===== src/rtl/nbit_run_counter.sv =====
// ----------------------------------------------------------------------------
// nbit_run_counter
//
// Parametrised start/stop event counter with up/down direction, parallel
// load, programmable up-count terminal, clock prescaler and wrap/halt
// behaviour at terminal count.
//
// Parameters
//   WIDTH     counter width in bits (>= 1)
//   PRESCALE  RUN-state clocks per count step (>= 1)
//   WRAP      1 = wrap at terminal count and keep running,
//             0 = freeze at terminal count and enter HALT
//
// Ports
//   Clock        in   system clock, rising edge active
//   Reset        in   asynchronous active-high reset
//   start        in   begin/resume counting (only from IDLE)
//   stop         in   pause counting, value held (from RUN or HALT)
//   up_down      in   1 = count up, 0 = count down
//   load         in   synchronous parallel load, returns to IDLE
//   load_value   in   value written by load
//   limit        in   up-count terminal value (down terminal is 0)
//   clear_flag   in   clears blow_up
//   Counter_Out  out  current count
//   running      out  high while in RUN
//   tc_pulse     out  one-cycle pulse after each terminal-count step
//   blow_up      out  sticky terminal-count flag
// ----------------------------------------------------------------------------
module nbit_run_counter #(
   parameter int WIDTH    = 4,
   parameter int PRESCALE = 1,
   parameter int WRAP     = 1
) (
   input  logic             Clock,
   input  logic             Reset,
   input  logic             start,
   input  logic             stop,
   input  logic             up_down,
   input  logic             load,
   input  logic [WIDTH-1:0] load_value,
   input  logic [WIDTH-1:0] limit,
   input  logic             clear_flag,
   output logic [WIDTH-1:0] Counter_Out,
   output logic             running,
   output logic             tc_pulse,
   output logic             blow_up
);

   // Prescaler needs at least one bit even when PRESCALE == 1.
   localparam int            PW      = (PRESCALE > 1) ? $clog2(PRESCALE) : 1;
   localparam logic [PW-1:0] PS_LAST = PW'(PRESCALE - 1);

   typedef enum logic [1:0] {
      S_IDLE = 2'd0,
      S_RUN  = 2'd1,
      S_HALT = 2'd2
   } state_t;

   state_t           r_state;
   logic [PW-1:0]    r_presc;
   logic [WIDTH-1:0] r_count;
   logic             r_running;
   logic             r_tc;
   logic             r_blow;

   // Terminal test uses >= so a value loaded above the limit terminates
   // on its first up step instead of running round the full range.
   logic w_terminal;
   assign w_terminal = up_down ? (r_count >= limit) : (r_count == '0);

   always_ff @(posedge Clock or posedge Reset) begin
      if (Reset) begin
         r_state   <= S_IDLE;
         r_presc   <= '0;
         r_count   <= '0;
         r_running <= 1'b0;
         r_tc      <= 1'b0;
         r_blow    <= 1'b0;
      end else begin
         r_tc <= 1'b0;

         // Placed before the step logic so a terminal step on the same
         // edge overrides the clear.
         if (clear_flag) begin
            r_blow <= 1'b0;
         end

         if (load) begin
            r_count   <= load_value;
            r_state   <= S_IDLE;
            r_running <= 1'b0;
            r_presc   <= '0;
         end else if (stop) begin
            if (r_state != S_IDLE) begin
               r_state   <= S_IDLE;
               r_running <= 1'b0;
               r_presc   <= '0;
            end
         end else if (start && (r_state == S_IDLE)) begin
            r_state   <= S_RUN;
            r_running <= 1'b1;
            r_presc   <= '0;
         end else if (r_state == S_RUN) begin
            if (r_presc == PS_LAST) begin
               r_presc <= '0;
               if (w_terminal) begin
                  r_tc   <= 1'b1;
                  r_blow <= 1'b1;
                  if (WRAP != 0) begin
                     r_count <= up_down ? '0 : limit;
                  end else begin
                     r_state   <= S_HALT;
                     r_running <= 1'b0;
                  end
               end else begin
                  r_count <= up_down ? (r_count + 1'b1) : (r_count - 1'b1);
               end
            end else begin
               r_presc <= r_presc + 1'b1;
            end
         end
      end
   end

   assign Counter_Out = r_count;
   assign running     = r_running;
   assign tc_pulse    = r_tc;
   assign blow_up     = r_blow;

endmodule


===== config.mk =====
export PLATFORM = sky130hd
export DESIGN_NAME = nbit_run_counter
export DESIGN_NICKNAME = d
export VERILOG_FILES = /design/src/rtl/nbit_run_counter.sv
export SDC_FILE = /design/constraint.sdc
export NUM_CORES = 1
export LEC_CHECK = 0
export CORE_MARGIN = 8
export CORE_UTILIZATION = 41
export CTS_BUF_LIST = sky130_fd_sc_hd__clkbuf_16
export DETAILED_ROUTE_END_ITERATION = 6
export PLACE_DENSITY = 0.79
export RECOVER_POWER = 25
export SYNTH_ARGS = -nofsm -noshare
export SYNTH_HDL_FRONTEND = slang
export SYNTH_SLANG_ARGS = --single-unit

===== constraint.sdc =====
create_clock -name Clock -period 1.95 [get_ports Clock]
set_input_delay 0.585 -clock Clock [delete_from_list [all_inputs] [get_ports Clock]]
set_output_delay 0.585 -clock Clock [all_outputs]
set_load 0.005 [all_outputs]

* Word level (Yosys, flattened, before mapping)
Cells that the tools add are included.
** Word-level totals
- Flip-flop bits (word level) :: 10
- Logic and storage cells :: 60
** Cells by class
- $add $sub $neg :: 3
- Magnitude comparators :: 1
- Eq/ne operators :: 5
- Multiplexer cells :: 35
- Reduce and logical (&&, ||, !) cells :: 10
** Operators with widths (number)
- $mux 4 :: 8
- $mux 1 :: 23
- $mux 2 :: 4
- $add 4x1->4 const B :: 1
- $ge 4x4->1 :: 1
- $logic_not 4->1 :: 1
- $ne 2x2->1 const B :: 2
- $reduce_and 2->1 :: 2
- $reduce_and 4->1 :: 1
- $reduce_bool 2->1 :: 2
- $reduce_bool 4->1 :: 1
- $sub 4x1->4 const B :: 1
- $ne 3x1->1 const B :: 1
- $reduce_bool 3->1 :: 1
- $eq 2x1->1 const B :: 1
- $logic_not 2->1 :: 1
- $ne 2x1->1 const B :: 1
- $add 1x1->1 const B :: 1
- $logic_and 1x1->1 :: 1

* Longest topological paths before layout
Gate-level depths: netlist (run 1).
- Word-level depth :: 8
- Mapped depth :: 7

* Worst setup path before layout (run 1)
OpenSTA, ideal clock, no wires.
- Kind :: input-to-reg
- Start :: in up_down
- End :: reg r_count[2], in the netlist Counter_Out[2]
- Arrival :: 1.749 ns
- Path slack :: 0.105 ns
- Stages on the path :: 7
- Buffers on the path :: 0
- Path through :: inv_1 -> fa_1 -> xor2_1 -> nor2_1 -> a211oi_1 -> a211oi_1 -> o31ai_1
** On the way
- Cells in the longest elaborated chain, start to end :: 7
- Elaborated cells on any way between the ends :: 9
- Classes of those cells :: mux: 9
** RTL lines
- start, declared :: RTL line 38 : input logic up_down,
- $mux 4, or another cell as far along :: RTL line 116 : r_count <= up_down ? (r_count + 1'b1) : (r_count - 1'b1);
- $mux 4 (*) :: RTL line 106 : if (w_terminal) begin
- $mux 4 (*) :: RTL line 104 : if (r_presc == PS_LAST) begin
- $mux 4 (*) :: RTL line 103 : end else if (r_state == S_RUN) begin
- $mux 4 (*) :: RTL line 99 : end else if (start && (r_state == S_IDLE)) begin
- $mux 4 (*) :: RTL line 93 : end else if (stop) begin
- $mux 4 (*) :: RTL line 88 : if (load) begin
- end signal, assigned :: RTL line 89 : r_count <= load_value;
- end signal, assigned :: RTL line 110 : r_count <= up_down ? '0 : limit;
- end signal, assigned :: RTL line 116
- end, declared :: RTL line 61 : logic [WIDTH-1:0] r_count;
Mark *: on every way between the ends. The rest lies on a longest branch, timed or not. The select of a mux whose other input is x is not followed.
A chain may end at the register's enable or synchronous reset.

* Worst setup path in the final report (run 1)
- Start :: reg r_count[3], in the netlist Counter_Out[3]
- End :: out Counter_Out[3]
** RTL lines
- end, declared :: RTL line 43 : output logic [WIDTH-1:0] Counter_Out,
No word-level cell between the ends.

==> results of run 1 <==
==> power by group through the flow <==
stage               clock [mW]  combinational [mW]  sequential [mW]
finish                   0.346               0.256            0.186
floorplan                    0              0.0986            0.180
global placement             0               0.191            0.184
CTS                      0.345               0.230            0.185
global route             0.358               0.276            0.187
detailed placement           0               0.199            0.186
==> what timing repair did <==
item                                   CTS  global route
gates resized for setup                 17             8
endpoints found under the hold margin    0             0
setup endpoints to repair                6             4
pin swaps                                8             6
gates cloned                             0             0
==> synth_stat cells <==
master	count	area (um^2)
a211oi_1	3	22.5
a21o_1	1	7.51
a21o_2	1	8.76
a21oi_1	6	30.0
a221oi_1	2	17.5
and2_2	1	7.51
and3_1	1	6.26
clkbuf_1	1	3.75
dfrtp_1	7	175
fa_1	1	20.0
ha_1	6	75.1
inv_1	7	26.3
nand2_1	5	18.8
nand2b_1	1	6.26
nand3_1	1	5.00
nor2_1	8	30.0
nor2b_1	2	12.5
nor3_1	2	10.0
nor4_4	1	21.3
o211ai_1	1	7.51
o22ai_1	1	6.26
o31ai_1	2	15.0
xnor2_1	2	17.5
xor2_1	1	8.76
==> state kept, by name, summed over array words and instances, names as in the netlist <==
register	cells
blow_up	1
Counter_Out	4
tc_pulse	1
running	1
==> area by class of cell <==
cell class | count | area, um^2
clock buffers | 3 | 75.1
clock inverters | 1 | 3.75
fillers | 82 | 277
inverters | 7 | 26.3
multi-input cells | 49 | 438
flip-flops and latches | 7 | 175
well taps | 15 | 18.8
repair buffers | 30 | 272
==> worst max path at each step <==
stage and to:
2_1_floorplan Counter_Out[2]$_DFFE_PP0P_, 3_3_place_gp Counter_Out[2]$_DFFE_PP0P_, 3_5_place_dp Counter_Out[2]$_DFFE_PP0P_, 4_1_cts Counter_Out[2]$_DFFE_PP0P_, 5_1_grt Counter_Out[1], 6_report Counter_Out[3]
==> metal layers <==
| layer | vias to the layer above | share of wire | global-route usage |
|---|---|---|---|
| met2 | 18 | 0.52 | 0.270 |
| met5 | - | 0 | 0 |
| met4 | 0 | 0.024 | 0.0690 |
| met1 | 315 | 0.40 | 0.158 |
| li1 | 291 | - | - |
| met3 | 6 | 0.049 | 0.0364 |
==> logic make-up after synthesis <==
logic type,count (synthesis),share of synthesized area
and+or+nand+nor,22,0.210
AOI/OAI and AO/OA,17,0.206
buffers and inverters,8,0.0537
adders and majority gates,7,0.170
DFF,7,0.313
xor gates and xnor gates,3,0.0470
==> metrics by stage <==
stage               setup slack [ps]  utilization
floorplan                        105            -
global placement                -436        0.663
detailed placement              -598        0.663
CTS                            0.585        0.762
global route                    4.00        0.785
finish                          29.8        0.785
==> flow_summary.yaml, run 1 <==
outcome:
  status: "finished, final reports clean"
die:
  pin_count: 22
  die_h_um: 52.9
  rows: 13
  initial_core_util: 0.435
  dieArea_um2: 2800
  die_w_um: 52.9
  core_area_um2: 1280
min_path:
  hold_path.class: "reg -> reg"
  whs_path_depth: 1
  hold_end: "blow_up$_DFF_PP0_"
  min_from: "blow_up$_DFF_PP0_"
setup_path:
  startpoint: "Counter_Out[3]$_DFFE_PP0P_"
  r2r-start: "Counter_Out[0]$_DFFE_PP0P_"
  arrival_ps: 1340
  r2r_cells: 6
  critical_path_class: "reg -> out"
  crit_path_max_fanout: 6
  slowest_stage: "clkdlybuf4s50_1"
  path_cells: "clkdlybuf4s50_1"
  crit_buf_inv: 1
  reg2reg_to: "Counter_Out[2]$_DFFE_PP0P_"
  required_ps: 1360
  crit_family: "buffers and inverters"
  slowest_delay_ps: 570
  worstSetupStartpointType: "register"
  ff2ff_setup_slack_ps: 90
  cp.depth: 1
  cp-end-kind: "output port"
timing:
  fmax_mhz: 521
  finClkSkew_ps: 4.14
  whs_ps: 471
  setup_tns_ps: 0
  period_needed_ps: 1920
  finalHoldViolations: 0
  fin_crit_sh: 0.985
  slew_viol_final: 0
  relSlewSlack: 0.712
  tightest_slew_ps: 430
  rsz0062_at_grt: "false"
  finalSetupViolCount: 0
routing:
  drcViolationCount: 0
  wl_per_cell_um: 18.1
  drtIter0Drc: 13
  dr_total_vias: 630
  routed_wl_mm: 2.03
  viasPerCell: 5.63
  ant_nets: 0
  firstDrtPassIters: 4
yosys:
  yosysWarnings: 0
  netlist_area_um2: 559
  synth_cell_types: 24
  ys_seq_area_frac: 0.313
  synth.ff_latch_count: 7
  synth_nets: 86
  syn_inst: 64
  syn_area_per_cell_um2: 8.74
placed_design:
  place.gp.congestion: 0.828
  dp.cells: 108
  dpl-instance-area_um2: 852
  port_buffers: 21
  dpl.hpwl_mm: 1.35
layout:
  drive_gt1_frac: 0.330
  areaGrowthSynthToFinish_pct: 80.3
  layout_commonest_cell: "clkdlybuf4s50_1"
  antenna_cells: 0
  finalNetCount: 120
  final_cell_mix: "15 x clkdlybuf4s50_1, 9 x buf_4, 7 x dfrtp_1"
  final_area_um2: 1010
  instances_no_fill: 112
power_and_ir_drop:
  switching_share: 0.291
  seq_power_share: 0.236
  p_sw_mw: 0.229
  power.leakage_nw: 0.467
  power_mw: 0.787
  p_int_mw: 0.558
  clkPwrFrac: 0.439
  combPwrFrac: 0.325
  ir_worst_vdd_uv: 529
  cellPowerDensity_nw_per_um2: 781
global_route:
  overflow: 0
  grt_pass1_wl_mm: 3.16
  grt_max_degree: 12
  track_usage: 0.150
  grt_pass1_vias: 685
  antenna_found_initial: 0
clock_tree:
  insertion_delay_ps: 230
  htree_num_levels: 1
  cts_tree: "yes"
  cts.sinks: 7
  cts-hold-fix-buffers: 0
  post_cts_buffers: 0
  cts_root_buf: "clkbuf_16"
  path_clk_slew_ps: 40
  clk_path_buf_depth: 2
  cts_made_buffers: 3
run:
  drv_cap: 0
No activity file was read; power rests on OpenSTA's default activity.
==> run 2, diff against run 1 <==
--- a/config.mk
+++ b/config.mk
@@ -9,6 +9,7 @@
 export CORE_UTILIZATION = 41
 export CTS_BUF_LIST = sky130_fd_sc_hd__clkbuf_16
 export DETAILED_ROUTE_END_ITERATION = 6
+export GPL_TIMING_DRIVEN = 0
 export PLACE_DENSITY = 0.79
 export RECOVER_POWER = 25
 export SYNTH_ARGS = -nofsm -noshare
==> run 2 against run 1 <==
Net effect: sequential share of layout area rose by 1.7 points; sequential cell count is the same; non-clock buffer count is 7 lower; critical path depth stayed put; routed wire length fell by 20%; via count is 6.7% lower; power is 6.8% lower; critical path type unchanged.
==> flow_summary.yaml, run 2 (same netlist as run 1, synthesis figures left out) <==
die:
  die_w_um: 52.9
  rows: 13
  dieArea_um2: 2800
  initial_core_util: 0.435
  core_area_um2: 1280
  pin_count: 22
  die_h_um: 52.9
clock_tree:
  cts_root_buf: "clkbuf_16"
  cts_made_buffers: 3
  path_clk_slew_ps: 40
  cts_tree: "yes"
  clk_path_buf_depth: 2
  htree_num_levels: 1
  insertion_delay_ps: 230
  cts.sinks: 7
  cts-hold-fix-buffers: 0
setup_path:
  r2r-start: "Counter_Out[0]$_DFFE_PP0P_"
  path_cells: "clkdlybuf4s50_1"
  crit_path_max_fanout: 6
  cp-end-kind: "output port"
  required_ps: 1360
  worstSetupStartpointType: "register"
  critical_path_class: "reg -> out"
  crit_family: "buffers and inverters"
  arrival_ps: 1300
  reg2reg_to: "Counter_Out[0]$_DFFE_PP0P_"
  crit_buf_inv: 1
  r2r_cells: 7
  slowest_stage: "clkdlybuf4s50_1"
  endpoint: "Counter_Out[1]"
  cp.depth: 1
  startpoint: "Counter_Out[1]$_DFFE_PP0P_"
  slowest_delay_ps: 570
  ff2ff_setup_slack_ps: 120
routing:
  dr_total_vias: 588
  viasPerCell: 5.60
  drcViolationCount: 0
  routed_wl_mm: 1.62
  firstDrtPassIters: 4
  ant_nets: 0
  wl_per_cell_um: 15.4
  drtIter0Drc: 18
timing:
  tightest_slew_ps: 413
  slew_viol_final: 0
  fin_crit_sh: 0.966
  fmax_mhz: 531
  finalSetupViolCount: 0
  finalHoldViolations: 0
  period_needed_ps: 1880
  relSlewSlack: 0.722
  whs_ps: 474
  finClkSkew_ps: 4.28
power_and_ir_drop:
  seq_power_share: 0.253
  power.leakage_nw: 0.423
  cellPowerDensity_nw_per_um2: 792
  clkPwrFrac: 0.465
  combPwrFrac: 0.282
  switching_share: 0.271
  ir_worst_vdd_uv: 609
  p_sw_mw: 0.199
  p_int_mw: 0.535
global_route:
  antenna_found_initial: 0
  overflow: 0
  track_usage: 0.127
  grt_pass1_vias: 597
  grt_pass1_wl_mm: 2.68
  grt_max_degree: 11
layout:
  largest_register_ffs: 4
  finalNetCount: 113
  final_cell_mix: "15 x clkdlybuf4s50_1, 8 x nor2_1, 6 x dfrtp_1"
  areaGrowthSynthToFinish_pct: 65.8
  fin_util: 0.722
  antenna_cells: 0
  drive_gt1_frac: 0.222
  layout_commonest_cell: "clkdlybuf4s50_1"
  instances_no_fill: 105
placed_design:
  dp.cells: 100
  port_buffers: 21
  place.gp.congestion: 0.793
  dpl.hpwl_mm: 1.15
outcome:
  status: "finished, final reports clean"
run:
  drv_cap: 0
min_path:
  hold_path.class: "reg -> reg"
-- run 2: repair_timing --
action / CTS / global route
pin swaps: 5 / 4
setup buffers: 1 / 0
gates resized for setup: 19 / 4
endpoints found under the setup margin: 6 / 6
-- run 2: layout make-up --
| class | instances | area [um^2] |
|---|---|---|
| timing repair buffer | 22 | 214 |
| sequential | 7 | 176 |
| buffer | 1 | 3.75 |
| clock buffer | 3 | 75.1 |
| inverter | 7 | 26.3 |
| multi-input combinational | 49 | 409 |
| clock inverter | 1 | 3.75 |
| tap | 15 | 18.8 |
| fill | 92 | 358 |
-- run 2: power groups by stage --
stage | Clock (mW) | Combinational, mW | Sequential [mW]
2_1_floorplan | 0 | 0.0986 | 0.180
3_3_place_gp | 0 | 0.169 | 0.184
3_5_place_dp | 0 | 0.172 | 0.185
4_1_cts | 0.344 | 0.201 | 0.185
5_1_grt | 0.358 | 0.224 | 0.188
6_report | 0.341 | 0.207 | 0.186
-- run 2: worst min path at each step --
stage	cells past startpoint	slack (ps)	start	to
after floorplan	1	390	Reset	Counter_Out[0]$_DFFE_PP0P_
after global placement	1	460	blow_up$_DFF_PP0_	blow_up$_DFF_PP0_
after detailed placement	1	470	blow_up$_DFF_PP0_	blow_up$_DFF_PP0_
after CTS	1	470	blow_up$_DFF_PP0_	blow_up$_DFF_PP0_
after global routing	1	520	blow_up$_DFF_PP0_	blow_up$_DFF_PP0_
final	1	470	blow_up$_DFF_PP0_	blow_up$_DFF_PP0_
-- run 2: metrics by stage --
step | setup TNS (ps) | total power [mW] | setup slack [ps] | instance area, um^2
6_report | 0 | 0.734 | 65.7 | 927
5_1_grt | -12.2 | 0.770 | -12.2 | 927
4_1_cts | 0 | 0.730 | 13.6 | 916
3_5_place_dp | -2750 | 0.358 | -705 | 788
3_3_place_gp | -2720 | 0.353 | -695 | 788
2_1_floorplan | 0 | 0.279 | 105 | 559
-- run 2: routing by layer --
metal,share of wire,up-vias,global-route usage
met5,0,-,0
met4,0.030,0,0.0690
met3,0.065,4,0.0308
met2,0.51,32,0.223
met1,0.40,270,0.135
li1,-,282,-
